$ cat config.mk
export PLATFORM = sky130hd
export DESIGN_NAME = vga_timing_gen_flat
export DESIGN_NICKNAME = d
export VERILOG_FILES = /design/src/rtl/vga_timing_gen_if.sv /design/src/rtl/vga_timing_gen.sv /design/src/flat_wrapper.sv
export SDC_FILE = /design/constraint.sdc
export NUM_CORES = 1
export LEC_CHECK = 0
export ABC_AREA = 1
export CORE_ASPECT_RATIO = 1.5
export CORE_UTILIZATION = 46
export CTS_CLUSTER_DIAMETER = 30
export DETAILED_ROUTE_END_ITERATION = 7
export GPL_ROUTABILITY_DRIVEN = 1
export PLACE_DENSITY = 0.86
export SKIP_LAST_GASP = 1
export SLEW_MARGIN = 25
export SYNTH_ARGS = -nofsm -noshare
export SYNTH_HDL_FRONTEND = slang
export SYNTH_SLANG_ARGS = --single-unit
$ cat constraint.sdc
create_clock -name vga_clk -period 1.2 [get_ports vga_clk]
set_input_delay 0.24 -clock vga_clk [delete_from_list [all_inputs] [get_ports vga_clk]]
set_output_delay 0.24 -clock vga_clk [all_outputs]
set_load 0.03 [all_outputs]
$ cat src/rtl/vga_timing_gen_if.sv
// Pixel-timing bundle from the VGA timing generator to the rendering stages.
// The master side drives coordinates, blanking, syncs and strobes; the slave side consumes them.
interface vga_timing_gen_if;
  logic [9:0] DrawX;
  logic [9:0] DrawY;
  logic       blank;
  logic       hs;
  logic       vs;
  logic       line_done;
  logic       frame_done;
  logic [7:0] frame_count;

  modport master (
    output DrawX, DrawY, blank, hs, vs, line_done, frame_done, frame_count
  );

  modport slave (
    input DrawX, DrawY, blank, hs, vs, line_done, frame_done, frame_count
  );
endinterface

$ cat src/rtl/vga_timing_gen.sv
// 640x480@60 VGA pixel-timing generator: raster counters, visible-area decode,
// pipeline-aligned active-low syncs, and line/frame strobes with a frame counter.
module vga_timing_gen #(
  parameter int H_VISIBLE  = 640,
  parameter int H_FP       = 16,
  parameter int H_SYNC     = 96,
  parameter int H_BP       = 48,
  parameter int V_VISIBLE  = 480,
  parameter int V_FP       = 10,
  parameter int V_SYNC     = 2,
  parameter int V_BP       = 33,
  parameter int PIPE_DELAY = 1
) (
  input  logic             vga_clk,
  input  logic             reset_n,
  vga_timing_gen_if.master vga
);

  localparam int H_TOTAL = H_VISIBLE + H_FP + H_SYNC + H_BP;
  localparam int V_TOTAL = V_VISIBLE + V_FP + V_SYNC + V_BP;

  localparam logic [9:0] H_LAST = 10'(H_TOTAL - 1);
  localparam logic [9:0] V_LAST = 10'(V_TOTAL - 1);

  // Window bounds are 11 bits so a bound of exactly 1024 still compares correctly.
  localparam logic [10:0] H_VIS_END    = 11'(H_VISIBLE);
  localparam logic [10:0] H_SYNC_START = 11'(H_VISIBLE + H_FP);
  localparam logic [10:0] H_SYNC_END   = 11'(H_VISIBLE + H_FP + H_SYNC);
  localparam logic [10:0] V_VIS_END    = 11'(V_VISIBLE);
  localparam logic [10:0] V_SYNC_START = 11'(V_VISIBLE + V_FP);
  localparam logic [10:0] V_SYNC_END   = 11'(V_VISIBLE + V_FP + V_SYNC);

  logic [9:0] hc_r;
  logic [9:0] vc_r;
  logic [7:0] frame_count_r;

  logic line_done_s;
  logic frame_done_s;
  logic blank_s;
  logic hs_raw_s;
  logic vs_raw_s;
  logic hs_s;
  logic vs_s;

  // Raster decode straight from the registered counters.
  always_comb begin
    line_done_s  = (hc_r == H_LAST);
    frame_done_s = line_done_s && (vc_r == V_LAST);
    blank_s      = ({1'b0, hc_r} < H_VIS_END) && ({1'b0, vc_r} < V_VIS_END);
    hs_raw_s     = !(({1'b0, hc_r} >= H_SYNC_START) && ({1'b0, hc_r} < H_SYNC_END));
    vs_raw_s     = !(({1'b0, vc_r} >= V_SYNC_START) && ({1'b0, vc_r} < V_SYNC_END));
  end

  // Horizontal/vertical raster counters and completed-frame counter.
  always_ff @(posedge vga_clk or negedge reset_n) begin
    if (!reset_n) begin
      hc_r          <= 10'd0;
      vc_r          <= 10'd0;
      frame_count_r <= 8'd0;
    end else begin
      if (line_done_s) begin
        hc_r <= 10'd0;
        if (frame_done_s) begin
          vc_r          <= 10'd0;
          frame_count_r <= frame_count_r + 8'd1;
        end else begin
          vc_r <= vc_r + 10'd1;
        end
      end else begin
        hc_r <= hc_r + 10'd1;
      end
    end
  end

  generate
    if (PIPE_DELAY == 0) begin : g_no_delay
      assign hs_s = hs_raw_s;
      assign vs_s = vs_raw_s;
    end else begin : g_delay
      logic [PIPE_DELAY-1:0] hs_pipe_r;
      logic [PIPE_DELAY-1:0] vs_pipe_r;

      // Sync delay chain; reset loads the inactive level so no stale pulse survives a reset.
      always_ff @(posedge vga_clk or negedge reset_n) begin
        if (!reset_n) begin
          hs_pipe_r <= '1;
          vs_pipe_r <= '1;
        end else begin
          hs_pipe_r[0] <= hs_raw_s;
          vs_pipe_r[0] <= vs_raw_s;
          for (int i = 1; i < PIPE_DELAY; i++) begin
            hs_pipe_r[i] <= hs_pipe_r[i-1];
            vs_pipe_r[i] <= vs_pipe_r[i-1];
          end
        end
      end

      assign hs_s = hs_pipe_r[PIPE_DELAY-1];
      assign vs_s = vs_pipe_r[PIPE_DELAY-1];
    end
  endgenerate

  assign vga.DrawX       = hc_r;
  assign vga.DrawY       = vc_r;
  assign vga.blank       = blank_s;
  assign vga.hs          = hs_s;
  assign vga.vs          = vs_s;
  assign vga.line_done   = line_done_s;
  assign vga.frame_done  = frame_done_s;
  assign vga.frame_count = frame_count_r;

endmodule

$ cat src/flat_wrapper.sv
// flat-port wrapper written by rule: the top's interface ports become plain ports
module vga_timing_gen_flat 
#(
  parameter int H_VISIBLE  = 640,
  parameter int H_FP       = 16,
  parameter int H_SYNC     = 96,
  parameter int H_BP       = 48,
  parameter int V_VISIBLE  = 480,
  parameter int V_FP       = 10,
  parameter int V_SYNC     = 2,
  parameter int V_BP       = 33,
  parameter int PIPE_DELAY = 1
)
  (vga_clk, reset_n, vga_DrawX, vga_DrawY, vga_blank, vga_hs, vga_vs, vga_line_done, vga_frame_done, vga_frame_count);
  vga_timing_gen_if vga_i ();
  input  logic vga_clk;
  input  logic reset_n;
  output wire logic [$bits(vga_i.DrawX)-1:0] vga_DrawX;
  output wire logic [$bits(vga_i.DrawY)-1:0] vga_DrawY;
  output wire logic [$bits(vga_i.blank)-1:0] vga_blank;
  output wire logic [$bits(vga_i.hs)-1:0] vga_hs;
  output wire logic [$bits(vga_i.vs)-1:0] vga_vs;
  output wire logic [$bits(vga_i.line_done)-1:0] vga_line_done;
  output wire logic [$bits(vga_i.frame_done)-1:0] vga_frame_done;
  output wire logic [$bits(vga_i.frame_count)-1:0] vga_frame_count;
  assign vga_DrawX = vga_i.DrawX;
  assign vga_DrawY = vga_i.DrawY;
  assign vga_blank = vga_i.blank;
  assign vga_hs = vga_i.hs;
  assign vga_vs = vga_i.vs;
  assign vga_line_done = vga_i.line_done;
  assign vga_frame_done = vga_i.frame_done;
  assign vga_frame_count = vga_i.frame_count;
  vga_timing_gen #(.H_VISIBLE(H_VISIBLE), .H_FP(H_FP), .H_SYNC(H_SYNC), .H_BP(H_BP), .V_VISIBLE(V_VISIBLE), .V_FP(V_FP), .V_SYNC(V_SYNC), .V_BP(V_BP), .PIPE_DELAY(PIPE_DELAY)) u_core (.vga_clk(vga_clk), .reset_n(reset_n), .vga(vga_i));
endmodule
# Word-level counts from Yosys, hierarchy flattened
# Index checks and enable logic that the tools add are counted.
classes:
  n_shift: 0
  muxes: 2
  n_lt_le_gt_ge: 6
  mul: 0
  div: 0
  addsub: 3
  n_eq_ne: 2
  bitwise_logic: 0
  n_reduce_logical: 7
op_table:
  columns: ["op", "count"]
  rows:
  - ["10-bit by 1-bit adder with 10-bit output, second input constant", 2]
  - ["10-bit == test, second input constant", 2]
  - ["10-bit < comparator, second input constant", 2]
  - ["10-bit by 9-bit < comparator with 1-bit output, second input constant", 2]
  - ["10-bit two-way mux", 2]
  - ["10-bit >= comparator, second input constant", 1]
  - ["10-bit by 9-bit >= comparator with 1-bit output, second input constant", 1]
  - ["8-bit by 1-bit adder with 8-bit output, second input constant", 1]
  - ["1-bit logical AND", 4]
  - ["1-bit zero test", 2]
  - ["2-bit AND reduction", 1]
word_totals:
  memories: 0
  latch_bits: 0
  input_bits: 2
  rom_bits: 0
  ramBits: 0
  reg_bits: 30

# Logic depth before layout (Yosys ltp)
logic_depth:
  word_depth: 3
  mapped_depth: 9
  depth_no_buf: 9

# Worst setup path after synthesis
# No wires, ideal clock.
synth_timing:
  path_kind: "register -> output"
  start: "register u_core.hc_r[1], in the netlist u_core.vga.DrawX[1]"
  end: "output vga_frame_done"
  setup_slack_ns: -0.844
  t_arrival_ns: 1.804
  stages_incl_launch_ff: 8
  path_buffers: 0
  required_ns: 0.960
  cell_sequence: "dfrtp_1 > ha_1 > nand2_1 > nor2_1 > inv_1 > nor2_2 > nand2_1 > inv_1"
synth_between:
  elab_chain_len: 2
synth_lines:
  columns: ["element", "line_no", "text"]
  rows:
  - ["start: declaration", "vga_timing_gen.sv:33", "logic [9:0] hc_r;"]
  - ["start signal: assignment", "vga_timing_gen.sv:70", "hc_r <= hc_r + 10'd1;"]
  - ["10-bit == test", "vga_timing_gen.sv:47", "line_done_s = (hc_r == H_LAST);"]
  - ["via vga_line_done", "flat_wrapper.sv:23", "output wire logic [$bits(vga_i.line_done)-1:0] vga_line_done;"]
  - ["1-bit logical AND", "vga_timing_gen.sv:48", "frame_done_s = line_done_s && (vc_r == V_LAST);"]
  - ["end: declaration", "flat_wrapper.sv:24", "output wire logic [$bits(vga_i.frame_done)-1:0] vga_frame_done;"]
# The timed path passes the listed nets, and every way through them passes these cells.

# Worst setup path after layout
layout_timing:
  start: "register u_core.vc_r[1], in the netlist u_core.vga.DrawY[1]"
  end: "output vga_frame_done"
layout_between:
  elab_chain_len: 2
layout_lines:
  columns: ["element", "line_no", "text"]
  rows:
  - ["start: declaration", "vga_timing_gen.sv:34", "logic [9:0] vc_r;"]
  - ["start signal: assignment", "vga_timing_gen.sv:67", "vc_r <= vc_r + 10'd1;"]
  - ["10-bit == test", "vga_timing_gen.sv:48", null]
  - ["1-bit logical AND", "vga_timing_gen.sv:48", null]
# Every way passes these cells.

==> results.md <==
- Cell repeated most along the worst path: sky130_fd_sc_hd__inv_2
- Weighted congestion reported at the end of routability-driven placement: 0.918
- Hold buffer count at cts: 0
- Leak Pwr: about 0.0017 µW
- Arrival time at the worst endpoint: 1530 ps
- Maximum single-stage delay on the critical path: 430 ps
- Classification of the worst-slack hold path: in -> async
- Clk slew on worst S/H paths: 70 ps
- Aggregate global routing overflow: 0
- Destination of the worst register-to-register timing path: u_core.vga.frame_count[0]
- Commonest cells after routing, fill and taps aside: sky130_fd_sc_hd__buf_6, sky130_fd_sc_hd__buf_4, sky130_fd_sc_hd__nand2_1
- DRT iter0 DRCs: 131
- Flop-to-flop setup slack: -530 ps
- Final setup violation count: 48
- CTS H-tree depth: 2
- Area growth, synth to finish: 89.9%
- Worst path required time: 960 ps
- Clk_skew: 7.88 ps
- Initial antenna violation count: 0
- Worst setup path startpoint: u_core.vga.DrawY[1]
- Number of remaining DRC errors: 0
- Number of top-level design ports: 35
- Core area: 0.00348 mm²
- Max rail drop VDD: 0.798 mV
- Share of flip-flops with an asynchronous set or reset: 100%
- Horizontal die dimension: 51.8 µm
- Clock Latency Late Sink: 300 ps
- Area of the mapped netlist: 0.00171 mm²
- Portion of the clock cycle consumed by the worst path in the final layout: 148%
- Final count of hold timing violations: 0
- Count of unique library cells instantiated by Yosys: 24
- Routed WL: around 7800 µm
- Post-layout nets: 344
- Actual slew at the worst max-slew pin: 352 ps
- Synth warn: 0
- Pre-CTS setup slack: -323 ps
- Reg-to-reg critical path startpoint: u_core.vga.DrawX[1]
- Wire length of the first global-routing pass: 10000 µm
- Chip height: roughly 77 µm
- Number of instances in the synthesized netlist: 224
- Root Driver: sky130_fd_sc_hd__clkbuf_8
- Longest Clk Path Bufs: 2
- Violations in the final reports: negative setup slack
- CP Launch Type: flip-flop
- Achievable Freq: roughly 560 MHz
- Total Power Consumption: between 1500 and 2000 µW
- Cell family contributing the most delay on the critical path: flip-flops
- Worst setup EP type: output pin
- Total number of vias: 2161
- Count of buffer and inverter cells on the critical path: 4
- Worst R2R Path Depth: 9
- Max-slew violations: 0
- Mapped Nets: 231
- Number of buffers added on ports: 34
- Setup repair after global routing missed its margin: yes
- Starting utilization of the core area: 49.2%
- Layout cell share with drive strength beyond 1: around three fifths
- Relative slew slack: 76.4%
- HPWL after detailed placement: 3290 µm
- Number of inserted diodes: 0
- CTS tree: done
- Most used DFF post-synth: sky130_fd_sc_hd__dfrtp_1
- Clock sinks: 30
- Min Clock Period, post-route: 1770 ps
- Routed WL per cell: slightly above 20 µm
- Router iterations before antenna repair: 4
- Post-Layout Inst Area: 0.00325 mm²
- Vias per inst: around 5.7
- Final setup TNS: -11960 ps
- Most common cell after layout, fill and taps aside: sky130_fd_sc_hd__buf_6
- Placed instance area: around 0.0024 mm²
- Filler cells: 112
- Number of global-route vias before repair: ~2100
- Critical path type: reg -> out
- Result of the run: finished with violations
- CTS Buf Count: 5
- Largest net degree at the start of global routing: 17
- Mean post-synth cell area: approximately 7.6 µm²
- Fraction of the yosys area taken by sequential cells: 44.0%
- Critical path cell sequence: inv_2, ha_4, inv_2, nor2_2, nand3_1, nor2_1, nand2_2, inv_4, buf_6
- Setup slack after layout: -571 ps
- GRT Resource Usage Total: 35.2%
- Critical path fanouts, max: 2
- Count of state elements after synthesis: 30
- Number of routed nets with antenna violations: 0
- Max-cap violations: 0
- Floorplan row count: 26
- Die Outline Area: 0.00398 mm²
- Total power density per cell area: roughly 600 mW/mm²
- CP max stage cell: sky130_fd_sc_hd__dfrtp_2
- Number of synthesized flops with an enable pin: 0
-- cells by family (layout without fill, tap and decap cells) --
group | Yosys count | count (layout) | share of synthesized area, %
compound gates | 13 | 13 | 3.94
xor+xnor | 14 | 14 | 7.16
fa+ha+maj | 5 | 5 | 3.65
buf+inv | 36 | 150 | 8.40
flops | 30 | 30 | 44.0
simple gates | 126 | 126 | 32.9
-- through the flow --
step	utilization, %	hold WS [ps]	cells
2_1_floorplan	-	-55.6	224
4_1_cts	84.3	287	367
6_report	93.5	302	380
5_1_grt	93.5	317	380
3_3_place_gp	69.7	500	342
3_5_place_dp	69.7	502	342
-- worst max-delay path by stage --
stage                     end  cells after the start
4_1_cts        vga_frame_done                      9
6_report       vga_frame_done                      9
2_1_floorplan  vga_frame_done                      7
3_3_place_gp   vga_frame_done                      9
3_5_place_dp   vga_frame_done                      9
5_1_grt        vga_frame_done                      9
-- routing by layer --
| layer | up-vias | wire, µm | GRT usage (%) |
|---|---|---|---|
| met4 | 0 | 512 | 21.6 |
| met5 | - | 0 | 0 |
| met1 | 1047 | 2610 | 35.6 |
| li1 | 920 | - | - |
| met3 | 53 | 487 | 6.75 |
| met2 | 141 | 4220 | 62.7 |
-- synthesized netlist by cell type, types with 2 or more instances --
library cell	instances	area [µm²]
sky130_fd_sc_hd__nand2_2	2	12.5
sky130_fd_sc_hd__ha_1	5	62.6
sky130_fd_sc_hd__dfstp_2	2	52.6
sky130_fd_sc_hd__nand3_1	18	90.1
sky130_fd_sc_hd__nor2_4	2	22.5
sky130_fd_sc_hd__a21oi_1	3	15.0
sky130_fd_sc_hd__nor2_2	4	25.0
sky130_fd_sc_hd__nor2_1	26	97.6
sky130_fd_sc_hd__nand4_1	5	31.3
sky130_fd_sc_hd__xor2_1	13	114
sky130_fd_sc_hd__dfrtp_1	28	701
sky130_fd_sc_hd__o21ai_0	8	40.0
sky130_fd_sc_hd__nand3b_1	2	15.0
sky130_fd_sc_hd__nand2_1	63	236
sky130_fd_sc_hd__inv_1	32	120
sky130_fd_sc_hd__inv_2	2	7.51
sky130_fd_sc_hd__nor3_1	2	10.0
-- what timing repair did --
item                                    4_1_cts  5_1_grt
endpoints found under the setup margin       49       56
pin swaps                                    23       33
gates cloned                                  1        0
gates resized for setup                      70       78
setup buffers                                18       24
-- where the power goes --
group / leakage [µW] / switching, µW / internal (µW)
sequential: 0.000376 / 0 / 1010
clock: 0.0000482 / 412 / 462
combinational: 0.00126 / 21.5 / 7.22
-- worst register-to-register path, stage by stage (launching register included) --
cell                      delay [ps]
sky130_fd_sc_hd__dfrtp_2         400
sky130_fd_sc_hd__ha_4            160
sky130_fd_sc_hd__nand2_4          60
sky130_fd_sc_hd__buf_4           140
sky130_fd_sc_hd__nor2_4          130
sky130_fd_sc_hd__buf_6           120
sky130_fd_sc_hd__nand4_4         110
sky130_fd_sc_hd__nor2_4          290
sky130_fd_sc_hd__nand2_1         130
sky130_fd_sc_hd__nand2_1         120
-- sequential cells by signal (all words and copies together), names as in the netlist --
| register | flops |
|---|---|
| u_core.vga.DrawY | 10 |
| u_core.vga.hs | 1 |
| u_core.vga.vs | 1 |
| u_core.vga.frame_count | 8 |
| u_core.vga.DrawX | 10 |
-- layout make-up --
class / count / area, µm² / area share [%]
Clock buffer: 7 / 86.3 / 2.65
Inverter: 34 / 133 / 4.08
Sequential cell: 30 / 772 / 23.7
Tap cell: 42 / 52.6 / 1.62
Multi-Input combinational cell: 158 / 1140 / 35.0
Timing Repair Buffer: 108 / 1060 / 32.7
Clock inverter: 1 / 5.00 / 0.154
(Power assumes the default switching activity.)
